**src/rtl/tdc_chnl_merge_arb.sv**
```systemverilog
// Merges NUM_CH aligner hit-word streams into one valid/ready stream through
// per-input FIFOs and a round-robin arbiter; FIFO overflow is reported in-band.
module tdc_chnl_merge_arb #(
    parameter int          NUM_CH   = 4,
    parameter int          FIFO_AW  = 2,
    parameter logic [7:0]  MARK_TAG = 8'hE9
) (
    input  logic                  clk,
    input  logic                  rst_n,
    input  logic                  enable,
    input  logic [NUM_CH-1:0]     in_valid,
    input  logic [32*NUM_CH-1:0]  in_data,
    output logic                  out_valid,
    output logic [31:0]           out_data,
    output logic [4:0]            out_id,
    input  logic                  out_ready,
    output logic [NUM_CH-1:0]     fifo_full
);

    localparam int              DEPTH    = 1 << FIFO_AW;
    localparam logic [FIFO_AW:0] FULL_CNT = (FIFO_AW+1)'(DEPTH);
    localparam logic [FIFO_AW:0] ZERO_CNT = (FIFO_AW+1)'(0);
    localparam logic [FIFO_AW:0] ONE_CNT  = (FIFO_AW+1)'(1);

    // Overflow marker: tag, source index and number of words lost.
    function automatic logic [31:0] make_marker(input logic [4:0] ch, input logic [15:0] cnt);
        return {MARK_TAG, 3'b000, ch, cnt};
    endfunction

    logic [NUM_CH-1:0] empty_s;
    logic [NUM_CH-1:0] pop_s;
    logic [31:0]       rd_data_s [NUM_CH];
    logic              gnt_found_s;
    logic [4:0]        gnt_idx_s;
    logic [31:0]       gnt_data_s;
    logic              load_s;
    logic [4:0]        rr_ptr_r;
    logic [4:0]        rr_ptr_nxt_s;
    logic              out_valid_r;
    logic [31:0]       out_data_r;
    logic [4:0]        out_id_r;

    for (genvar gi = 0; gi < NUM_CH; gi++) begin : g_ch
        logic [31:0]        mem_r [DEPTH];
        logic [FIFO_AW-1:0] wr_ptr_r;
        logic [FIFO_AW-1:0] rd_ptr_r;
        logic [FIFO_AW:0]   cnt_r;
        logic [FIFO_AW:0]   cnt_nxt_s;
        logic [15:0]        drop_cnt_r;
        logic [15:0]        drop_cnt_nxt_s;
        logic               wr_s;
        logic [31:0]        wr_data_s;
        logic               full_s;
        logic               full_r;

        assign full_s        = (cnt_r == FULL_CNT);
        assign empty_s[gi]   = (cnt_r == ZERO_CNT);
        assign rd_data_s[gi] = mem_r[rd_ptr_r];
        assign fifo_full[gi] = full_r;

        // Write decision: a pending marker takes priority over new data.
        always_comb begin
            wr_s           = 1'b0;
            wr_data_s      = 32'h0000_0000;
            drop_cnt_nxt_s = drop_cnt_r;
            if ((drop_cnt_r != 16'h0000) && !full_s) begin
                wr_s      = 1'b1;
                wr_data_s = make_marker(5'(gi), drop_cnt_r);
                if (enable && in_valid[gi]) begin
                    drop_cnt_nxt_s = 16'h0001;
                end else begin
                    drop_cnt_nxt_s = 16'h0000;
                end
            end else if (enable && in_valid[gi]) begin
                if (!full_s) begin
                    wr_s      = 1'b1;
                    wr_data_s = in_data[32*gi +: 32];
                end else if (drop_cnt_r != 16'hFFFF) begin
                    drop_cnt_nxt_s = drop_cnt_r + 16'h0001;
                end else begin
                    drop_cnt_nxt_s = drop_cnt_r;
                end
            end else begin
                drop_cnt_nxt_s = drop_cnt_r;
            end
        end

        // Occupancy update from this cycle's write and pop.
        always_comb begin
            case ({wr_s, pop_s[gi]})
                2'b10:   cnt_nxt_s = cnt_r + ONE_CNT;
                2'b01:   cnt_nxt_s = cnt_r - ONE_CNT;
                default: cnt_nxt_s = cnt_r;
            endcase
        end

        // FIFO control state, drop counter and registered full flag.
        always_ff @(posedge clk or negedge rst_n) begin
            if (!rst_n) begin
                wr_ptr_r   <= {FIFO_AW{1'b0}};
                rd_ptr_r   <= {FIFO_AW{1'b0}};
                cnt_r      <= ZERO_CNT;
                drop_cnt_r <= 16'h0000;
                full_r     <= 1'b0;
            end else begin
                if (wr_s) begin
                    wr_ptr_r <= wr_ptr_r + {{(FIFO_AW-1){1'b0}}, 1'b1};
                end
                if (pop_s[gi]) begin
                    rd_ptr_r <= rd_ptr_r + {{(FIFO_AW-1){1'b0}}, 1'b1};
                end
                cnt_r      <= cnt_nxt_s;
                drop_cnt_r <= drop_cnt_nxt_s;
                full_r     <= (cnt_nxt_s == FULL_CNT);
            end
        end

        // Storage array; contents are only visible once written.
        always_ff @(posedge clk) begin
            if (wr_s) begin
                mem_r[wr_ptr_r] <= wr_data_s;
            end
        end
    end

    assign load_s = !out_valid_r || out_ready;

    // Round-robin pick: lowest non-empty index at/above rr_ptr, else lowest overall.
    always_comb begin
        logic       hi_found_v;
        logic [4:0] hi_idx_v;
        logic       lo_found_v;
        logic [4:0] lo_idx_v;
        hi_found_v = 1'b0;
        hi_idx_v   = 5'd0;
        lo_found_v = 1'b0;
        lo_idx_v   = 5'd0;
        for (int i = NUM_CH - 1; i >= 0; i--) begin
            if (!empty_s[i]) begin
                lo_found_v = 1'b1;
                lo_idx_v   = 5'(i);
                if (5'(i) >= rr_ptr_r) begin
                    hi_found_v = 1'b1;
                    hi_idx_v   = 5'(i);
                end else begin
                    hi_found_v = hi_found_v;
                end
            end else begin
                lo_found_v = lo_found_v;
            end
        end
        gnt_found_s = lo_found_v;
        gnt_idx_s   = hi_found_v ? hi_idx_v : lo_idx_v;
    end

    // Pop strobes and granted read data.
    always_comb begin
        pop_s      = {NUM_CH{1'b0}};
        gnt_data_s = 32'h0000_0000;
        for (int i = 0; i < NUM_CH; i++) begin
            if (gnt_idx_s == 5'(i)) begin
                pop_s[i]   = load_s && gnt_found_s;
                gnt_data_s = rd_data_s[i];
            end else begin
                pop_s[i]   = 1'b0;
            end
        end
    end

    // Pointer advances past the granted input only when a word is taken.
    always_comb begin
        rr_ptr_nxt_s = rr_ptr_r;
        if (load_s && gnt_found_s) begin
            rr_ptr_nxt_s = (gnt_idx_s == 5'(NUM_CH - 1)) ? 5'd0 : gnt_idx_s + 5'd1;
        end else begin
            rr_ptr_nxt_s = rr_ptr_r;
        end
    end

    // Single-entry output register and arbitration pointer.
    always_ff @(posedge clk or negedge rst_n) begin
        if (!rst_n) begin
            rr_ptr_r    <= 5'd0;
            out_valid_r <= 1'b0;
            out_data_r  <= 32'h0000_0000;
            out_id_r    <= 5'd0;
        end else begin
            rr_ptr_r <= rr_ptr_nxt_s;
            if (load_s) begin
                out_valid_r <= gnt_found_s;
                if (gnt_found_s) begin
                    out_data_r <= gnt_data_s;
                    out_id_r   <= gnt_idx_s;
                end
            end
        end
    end

    assign out_valid = out_valid_r;
    assign out_data  = out_data_r;
    assign out_id    = out_id_r;

endmodule

```
**config.mk**
```make
export PLATFORM = sky130hd
export DESIGN_NAME = tdc_chnl_merge_arb
export DESIGN_NICKNAME = d
export VERILOG_FILES = /design/src/rtl/tdc_chnl_merge_arb.sv
export SDC_FILE = /design/constraint.sdc
export NUM_CORES = 1
export LEC_CHECK = 0
export CORE_ASPECT_RATIO = 1.25
export CORE_UTILIZATION = 35
export CTS_CLUSTER_DIAMETER = 120
export DETAILED_ROUTE_END_ITERATION = 6
export SLEW_MARGIN = 10
export SYNTH_ARGS = -nofsm -noshare
export SYNTH_HDL_FRONTEND = slang
export SYNTH_SLANG_ARGS = --single-unit
```
**constraint.sdc**
```tcl
create_clock -name clk -period 8.2 [get_ports clk]
set_clock_uncertainty 0.2 [all_clocks]
set_input_delay 1.64 -clock clk [delete_from_list [all_inputs] [get_ports clk]]
set_output_delay 1.64 -clock clk [all_outputs]
set_load 0.01 [all_outputs]
```
* Yosys cells after proc, flatten, opt, wreduce, memory -nomap -nowiden
Memory sizes are Yosys's and may differ from the RTL's. Cells that the tools add are included.
Word-level totals: register bits after elaboration 139, RAM bits 512, bits of input ports 136, output and inout port bits 42, logic and storage cells 207, memories kept 4
Operators by class: add/subtract/negate cells 21, order comparisons 4, equal/unequal tests 23, muxes and demuxes 90, reductions and logical operators 41
Memory list:
- g_ch[0].mem_r | words 4, width 32, read ports 1, clocked after memory_dff 0, wr ports 1, line 44 | logic [31:0] mem_r [DEPTH];
- g_ch[1].mem_r | words 4, width 32, read ports 1, clocked after memory_dff 0, wr ports 1, line 44
- g_ch[2].mem_r | words 4, width 32, read ports 1, clocked after memory_dff 0, wr ports 1, line 44
- g_ch[3].mem_r | words 4, width 32, read ports 1, clocked after memory_dff 0, wr ports 1, line 44
Operators by type and width (number):
- 2-to-1 mux 32 bit | 16
- 2-to-1 mux 16 bit | 16
- adder 16 x 1 -> 16 bit (second input constant) | 4
- != test 16 bit (second input constant) | 4
- nonzero test 16 bit | 4
- 2-to-1 mux 5 bit | 11
- 2-to-1 mux 1 bit | 40
- equality test 3 bit (second input constant) | 8
- one-hot mux 3 bit (2 select lines) | 4
- nonzero test 2 bit | 12
- adder 2 x 1 -> 2 bit (second input constant) | 8
- adder 3 x 1 -> 3 bit (second input constant) | 4
- logical NOT 3 bit | 4
- AND reduction 3 bit | 4
- subtractor 3 x 1 -> 3 bit (second input constant) | 4
- equality test 5 x 2 -> 1 bit (second input constant) | 2
- greater-or-equal comparator 1 x 5 -> 1 bit (first input constant) | 2
- greater-or-equal comparator 2 x 5 -> 1 bit (first input constant) | 2
- logical AND 1 bit | 9
- equality test 2 x 1 -> 1 bit (second input constant) | 4
- equality test 2 bit (second input constant) | 4
- 2-to-1 mux 2 bit | 3
- adder 5 x 1 -> 5 bit (second input constant) | 1
- equality test 5 x 1 -> 1 bit (second input constant) | 1
- 4 further kinds | 8

* Logic depth before layout (Yosys ltp)
Gate-level depths: netlist (run 1).
depth in word-level cells 15, depth in mapped cells 15, gate-level depth less buffers 14

* Least setup slack after synthesis (run 1)
OpenSTA, ideal clock, no wires.
path type input to register, start point input port in_valid[2], end point memory g_ch[2].mem_r[0][0], enable pin, setup time 0.425 ns, data arrival time 3.622 ns, required time 7.575 ns, path slack 3.953 ns, stages 4, buffers on the path 0, path through nand2_1 > nor2_1 > nor2_1 > nor2b_1
Between the ends: longest elaborated chain between the ends 5
Ends and longest elaborated chain:
- from (decl) | line 11 | input logic [NUM_CH-1:0] in_valid,
- logical AND 1 bit | line 74 | end else if (enable && in_valid[gi]) begin
- 2-to-1 mux 1 bit | line 74
- 2-to-1 mux 1 bit | line 66 | if ((drop_cnt_r != 16'h0000) && !full_s) begin
- 2-to-1 mux 1 bit | line 120 | if (wr_s) begin
- 2-to-1 mux 1 bit (implied by the code) | line 121 | mem_r[wr_ptr_r] <= wr_data_s;
- to (decl) | line 44
No other way between the ends.

* Final worst setup path (run 1)
start point input port enable, end point register g_ch[3].full_r
Between the ends: longest elaborated chain between the ends 6, elaborated cells between the ends (all ways) 7, classes of those cells eq/ne (3); mux (3); reduce/logical (1)
Ends and longest elaborated chain:
- from (decl) | line 10 | input logic enable,
- logical AND 1 bit * | line 74
- 2-to-1 mux 1 bit * | line 74
- 2-to-1 mux 1 bit * | line 66
- equality test 2 x 1 -> 1 bit / equality test 2 bit (equally long branches) | line 90 | case ({wr_s, pop_s[gi]})
- one-hot mux 3 bit (2 select lines) * | line 90
- named net g_ch[3].cnt_nxt_s[2] | line 48 | logic [FIFO_AW:0] cnt_nxt_s;
- equality test 3 bit * | line 114 | full_r <= (cnt_nxt_s == FULL_CNT);
- to (signal assigned) | line 114
- to (decl) | line 54 | logic full_r;
Mark *: on every way through the listed nets, which the timed path passes. The rest lies on a longest branch. A chain may end at the register's enable or synchronous reset.

==> results of run 1 <==
-- metrics by stage --
step	cell area [um^2]	setup WS, ns	util [%]	cells
floorplan	27520	3.953	-	1808
global route	32430	3.335	41.80	3064
global placement	30430	2.974	39.21	2952
detailed placement	30430	2.884	39.21	2952
finish	32430	3.559	41.80	3064
CTS	32430	3.498	41.80	3064
-- per-layer routing --
layer  track usage (%)  routed length [um]  part of all wire [%]  vias to the layer above
met5                 0                   0                     0                        -
met4             5.028                1791                   2.5                        0
met3             2.420                4010                   5.6                       88
met2             30.61               35700                    50                      488
met1             23.91               30220                    42                     8358
li1                  -                   -                     -                     7280
-- layout make-up --
type                       instances  area, um^2  share of cell area [%]
sequential                       645       18710                   57.69
multi-input combinational       1004        8212                   25.32
timing repair buffer             210        2013                   6.207
clock buffer                      82        1677                   5.169
tap                             1044        1306                   4.027
clock inverter                    30       330.3                   1.018
inverter                          49       183.9                  0.5671
-- power groups by stage --
stage	logic, mW	registers [mW]	clock network (mW)
final	4.23	5.11	2.83
after global routing	4.53	5.19	3.01
after CTS	4.29	5.11	2.89
after detailed placement	4.27	5.17	0
after global placement	4.20	5.13	0
after floorplan	2.71	4.98	0
-- state kept, by name, summed over array words and instances, names as in the netlist --
register and flops:
g_ch.cnt_r 12, g_ch.drop_cnt_r 64, out_valid 1, g_ch.rd_ptr_r 8, out_id 2, rr_ptr_r 2
out_data 32, g_ch.full_r 4, g_ch.mem_r 512, g_ch.wr_ptr_r 8
-- worst paths after layout --
kind	cells past startpoint	from	end	slack (ns)
setup / recovery	10	enable	g_ch[3].full_r$_DFF_PN0_	3.56
hold / removal	1	g_ch[0].rd_ptr_r[0]$_DFFE_PN0P_	g_ch[0].rd_ptr_r[0]$_DFFE_PN0P_	0.27
setup reg to reg	12	g_ch[2].cnt_r[0]$_DFF_PN0_	out_data[21]$_DFFE_PN0P_	3.68
hold reg to reg	1	g_ch[0].rd_ptr_r[0]$_DFFE_PN0P_	g_ch[0].rd_ptr_r[0]$_DFFE_PN0P_	0.27
max in group asynchronous	2	rst_n	g_ch[3].rd_ptr_r[0]$_DFFE_PN0P_	5.58
min in group asynchronous	1	rst_n	g_ch[3].drop_cnt_r[15]$_DFFE_PN0P_	0.85
-- cells by family after synthesis --
family	synth area share (%)
AND/OR/NAND/NOR	7.341
AO/OA/AOI/OAI	8.064
XOR/XNOR	2.038
flip-flops	67.99
multiplexers	10.47
buffers and inverters	2.347
other	0.01363
adder cells (fa/ha/maj)	1.746
-- cells in the mapped netlist (32+ instances only) --
master	n
a21oi_1	56
a22o_1	62
and2_1	61
clkbuf_1	67
dfrtp_1	133
edfxtp_1	512
ha_1	32
inv_1	49
mux2i_1	138
mux4_2	64
nand2_1	64
nor2_1	77
o21a_1	33
o22ai_1	65
xnor2_1	51
-- worst max-delay path, delay by kind of cell --
| kind | cells | cell delay (ns) |
|---|---|---|
| adders and majority gates | 2 | 0.67 |
| buffers and inverters | 1 | 0.97 |
| and+or+nand+nor | 5 | 1.32 |
| xor gates and xnor gates | 2 | 0.35 |
==> flow_metrics.tcl, run 1 <==
set metrics [dict create \
    status "completed" \
    worstPathRequired_ns 8.53 \
    p_int_mw 7.874 \
    power_mw 12.16 \
    drt_iter0_markers 1418 \
    grt_max_degree 78 \
    cts.repair.resized 0 \
    htree_levels 2 \
    synth_area_leaders "edfxtp_1 (56%), dfrtp_1 (12%), mux4_2 (5.2%), mux2i_1 (5.0%), a22o_1 (2.0%)" \
    clk_path_buf_depth 3 \
    fmax_mhz 215.5 \
    cap_violations 0 \
    grt_pass1_wl_mm 105.5 \
    vdd_drop_max_uv 250.2 \
    synth-edff-count 512 \
    worstMarginPinSlew_ns 1.154 \
    finalNetCount 2142 \
    startpoint_type "input pin" \
    tns_ns 0 \
    mostFrequentLayoutCells "edfxtp_1 (512), clkdlybuf4s50_1 (173), mux2i_1 (138)" \
    period_share_pct 56.60 \
    critPathArrivalTime_ns 4.97 \
    hp-class "flop to flop" \
    grt_usage_pct 17.94 \
    p_per_area_nw_per_um2 375.0 \
    portBuffers 174 \
    drc 0 \
    grt_pass1_vias 16320 \
    synth_warnings 0 \
    min_period_ns 4.641 \
    worst_skew_pair.late_latency_ns 0.63 \
    drive_gt1_share_pct 11.53 \
    postRouteAntennaNets 0 \
    initial_core_util_pct 35.45 \
    final_max_slew_viol_count 0 \
    ys_seq_area_share_pct 67.99 \
    clkPwrFrac_pct 23.3 \
    p_sw_mw 4.289 \
    cts-buffers-inserted 60 \
    path_cells "clkdlybuf4s50_1, nand2_1, nor2b_1, nor2_2, ha_1, fa_1, xnor2_1, nor2_1, xor2_1, nor3b_1" \
    path_clk_slew_ns 0.06 \
    io_pins 178 \
    pwr-share-comb_pct 34.7 \
    antenna_found_initial 3 \
    first_pass_iters 5 \
    grt_overflow 0 \
    synth_top_area_share_pct 55.89 \
    routabilityCongestion 0.8494 \
    ys_ff_latch 645 \
    syn_to_final_growth_pct 17.90 \
    tritoncts "done" \
    slowest_delay_ns 0.97 \
    critPathCaptureType "flop" \
    hold_viol_final 0 \
    die_area_um2 79730 \
    synth_area_um2 27510 \
    core_area_um2 77590 \
    syn_avg_cell_area_um2 15.23 \
    die_h_um 315.5 \
    ctsRootBufferMaster "clkbuf_16" \
    vias 16210 \
    diodes 0 \
    setup-violations-final 0 \
    whs_ns 0.2735 \
    ys_types 55 \
    dieWidth_um 252.8 \
    setup.worst_path.class "input pin to flop" \
    crit_slowest_cell "clkdlybuf4s50_1" \
    n_fill_cell 7054 \
    crit_fanout 8 \
    wirelength_mm 71.72 \
    rsz0062_at_grt "false" \
    mostFrequentLayoutCell "edfxtp_1" \
    numClockSinks 645 \
    postCtsHoldBufs 0 \
    async_flop_share_pct 20.62 \
    routedWlPerCell_um 23.41 \
    synth_top_area_cell "edfxtp_1" \
    p_leak_nw 11.58 \
    via_per_inst 5.292 \
    seqPwrFrac_pct 42.0 \
    synth-main-ff-cell "edfxtp_1" \
    switching_share_pct 35.26 \
    place_hpwl_mm 49.41 \
    cts_setup_buffers 0 \
    relSlewSlack_pct 21.99 \
    syn_inst 1806 \
    placementRows 114 \
]
Power figures use the tool's default switching activity.
==> run 2, diff against run 1 <==
==> constraint.sdc (replaced) <==
create_clock -name clk -period 4.64 [get_ports clk]
set_clock_uncertainty 0.2 [all_clocks]
set_input_delay 0.928 -clock clk [delete_from_list [all_inputs] [get_ports clk]]
set_output_delay 0.928 -clock clk [all_outputs]
set_load 0.01 [all_outputs]
==> run 2 against run 1 <==
Against the previous run: clock-buffer cell count grew 12; global-route usage grew 0.57 points; die area is the same; final cell count grew 0.49%; non-clock buffer count grew 7; sequential share of layout area shrank 0.50 points; via count grew 0.46%; clock power grew 92%; sequential power grew 83%; wire length grew 2.9%; cell area grew 0.89%; critical endpoint is now out_data[15]$_DFFE_PN0P_; largest cell class unchanged; largest power group unchanged.
==> flow_metrics.tcl, run 2 (synthesized netlist as in run 1, its figures left out) <==
set metrics [dict create \
    status "completed" \
    cap_violations 0 \
    tritoncts "done" \
    antenna_found_initial 3 \
    worstPathRequired_ns 4.97 \
    period_share_pct 85.71 \
    fmax_mhz 251.5 \
    cts.repair.resized 0 \
    postCtsHoldBufs 0 \
    grt_max_degree 77 \
    finalNonFillerCells 3079 \
    setup.worst_path.class "flop to flop" \
    slowest_delay_ns 0.78 \
    drc 0 \
    critPathCaptureType "flop" \
    via_per_inst 5.290 \
    p_per_area_nw_per_um2 674.1 \
    n_fill_cell 6995 \
    core_area_um2 77590 \
    final_max_slew_viol_count 0 \
    post-route-util_pct 42.17 \
    path_cells "nor3_1, o21ai_0, o22ai_1, inv_1, ha_1, nand3b_1, o22ai_1, a211oi_1, o211ai_1, o21a_1" \
    wirelength_mm 73.77 \
    path_clk_slew_ns 0.06 \
    placementRows 114 \
    setup-violations-final 0 \
    diodes 0 \
    p_leak_nw 11.72 \
    crit_family "compound AO/OA/AOI/OAI gates" \
    tns_ns 0 \
    rsz0062_at_grt "false" \
    cts_setup_buffers 0 \
    routabilityCongestion 0.9034 \
    worstMarginPinSlew_ns 1.170 \
    startpoint_type "flop" \
    ctsRootBufferMaster "clkbuf_16" \
    cts-buffers-inserted 66 \
    initial_core_util_pct 35.45 \
    grt_overflow 0 \
    mostFrequentLayoutCell "edfxtp_1" \
    hp-class "input pin to asynchronous set/reset pin" \
    min_period_ns 3.977 \
    drive_gt1_share_pct 12.29 \
    htree_levels 3 \
    critPathArrivalTime_ns 4.31 \
    dp_cells 2959 \
    dieWidth_um 252.8 \
    drt_iter0_markers 1406 \
    crit_top_cell "o22ai_1" \
    crit_fanout 19 \
    worst_skew_pair.late_latency_ns 0.60 \
    place_hpwl_mm 51.64 \
    first_pass_iters 5 \
    io_pins 178 \
    crit_slowest_cell "nand3b_1" \
    die_area_um2 79730 \
    grt_pass1_wl_mm 108.1 \
    mostFrequentLayoutCells "edfxtp_1 (512), clkdlybuf4s50_1 (173), mux2i_1 (138)" \
    top_register "g_ch.mem_r" \
    grt_pass1_vias 16580 \
    postRouteAntennaNets 0 \
    vdd_drop_max_uv 391.3 \
    cp.buffers_inverters 1 \
    vias 16290 \
    grt_usage_pct 18.50 \
    die_h_um 315.5 \
    portBuffers 174 \
    largest_register_ffs 512 \
    finalNetCount 2155 \
    placed_area_um2 30490 \
    design_area_um2 32720 \
    numClockSinks 645 \
    routedWlPerCell_um 23.96 \
    whs_ns 0.1237 \
    relSlewSlack_pct 20.93 \
    syn_to_final_growth_pct 18.94 \
    clk_path_buf_depth 3 \
    hold_viol_final 0 \
]
-- run 2: cell types whose count changed in the layout (fill, tap and decap cells not counted) --
cell and change:
dfrtp_1 -1, clkinv_4 -3, clkbuf_1 +1, buf_12 +1, dfrtp_2 +1, clkbuf_16 +9, clkinv_1 -2, clkinv_8 -1
buf_4 +6, clkbuf_8 +2, clkinvlp_4 +2
-- run 2: path summary, 6_finish.rpt --
check,slack (ns),endpoint,from,depth (start not counted)
min in group clk,0.32,g_ch[0].rd_ptr_r[0]$_DFFE_PN0P_,g_ch[0].rd_ptr_r[0]$_DFFE_PN0P_,1
min reg2reg,0.32,g_ch[0].rd_ptr_r[0]$_DFFE_PN0P_,g_ch[0].rd_ptr_r[0]$_DFFE_PN0P_,1
max reg2reg,0.66,out_data[15]$_DFFE_PN0P_,g_ch[3].cnt_r[0]$_DFF_PN0_,10
max in group asynchronous,3.08,g_ch[2].rd_ptr_r[1]$_DFFE_PN0P_,rst_n,2
min,0.12,g_ch[3].drop_cnt_r[9]$_DFFE_PN0P_,rst_n,1
max,0.66,out_data[15]$_DFFE_PN0P_,g_ch[3].cnt_r[0]$_DFF_PN0_,10
-- run 2: worst reg2reg max path, cell delays in order, from the launching register on --
cell and delay [ns]:
dfrtp_1 0.44, nor3_1 0.52, o21ai_0 0.19, o22ai_1 0.41
inv_1 0.14, ha_1 0.28, nand3b_1 0.78, o22ai_1 0.52
a211oi_1 0.11, o211ai_1 0.18, o21a_1 0.15
-- run 2: area by class of cell --
type | instances | area (um^2) | share of cell area [%]
clock buffer | 94 | 1933 | 5.908
timing repair buffer | 217 | 2078 | 6.351
multi-input combinational | 1004 | 8212 | 25.10
sequential | 645 | 18710 | 57.19
tap | 1044 | 1306 | 3.992
clock inverter | 26 | 295.3 | 0.9024
inverter | 49 | 183.9 | 0.5621
-- run 2: layer usage --
| metal | up-vias | global-route usage (%) | routed length (um) |
|---|---|---|---|
| met4 | 2 | 5.923 | 1780 |
| met2 | 518 | 31.19 | 36730 |
| met3 | 97 | 2.750 | 4236 |
| met5 | - | 0 | 9 |
| li1 | 7318 | - | - |
| met1 | 8354 | 24.55 | 31010 |
-- run 2: through the flow --
stage | power [mW] | worst slack [ns]
2_1_floorplan | 13.60 | 1.105
3_3_place_gp | 16.57 | 0.8932
3_5_place_dp | 16.77 | 0.7249
4_1_cts | 22.22 | 0.7194
5_1_grt | 23.01 | 0.4451
6_report | 22.06 | 0.6631
-- run 2: report_power, final --
part / leakage (nW) / internal, mW / switching, mW
sequential: 6.52 / 8.23 / 1.13
combinational: 4.11 / 2.85 / 4.42
clock: 1.09 / 3.25 / 2.18
total: 11.7 / 14.3 / 7.73
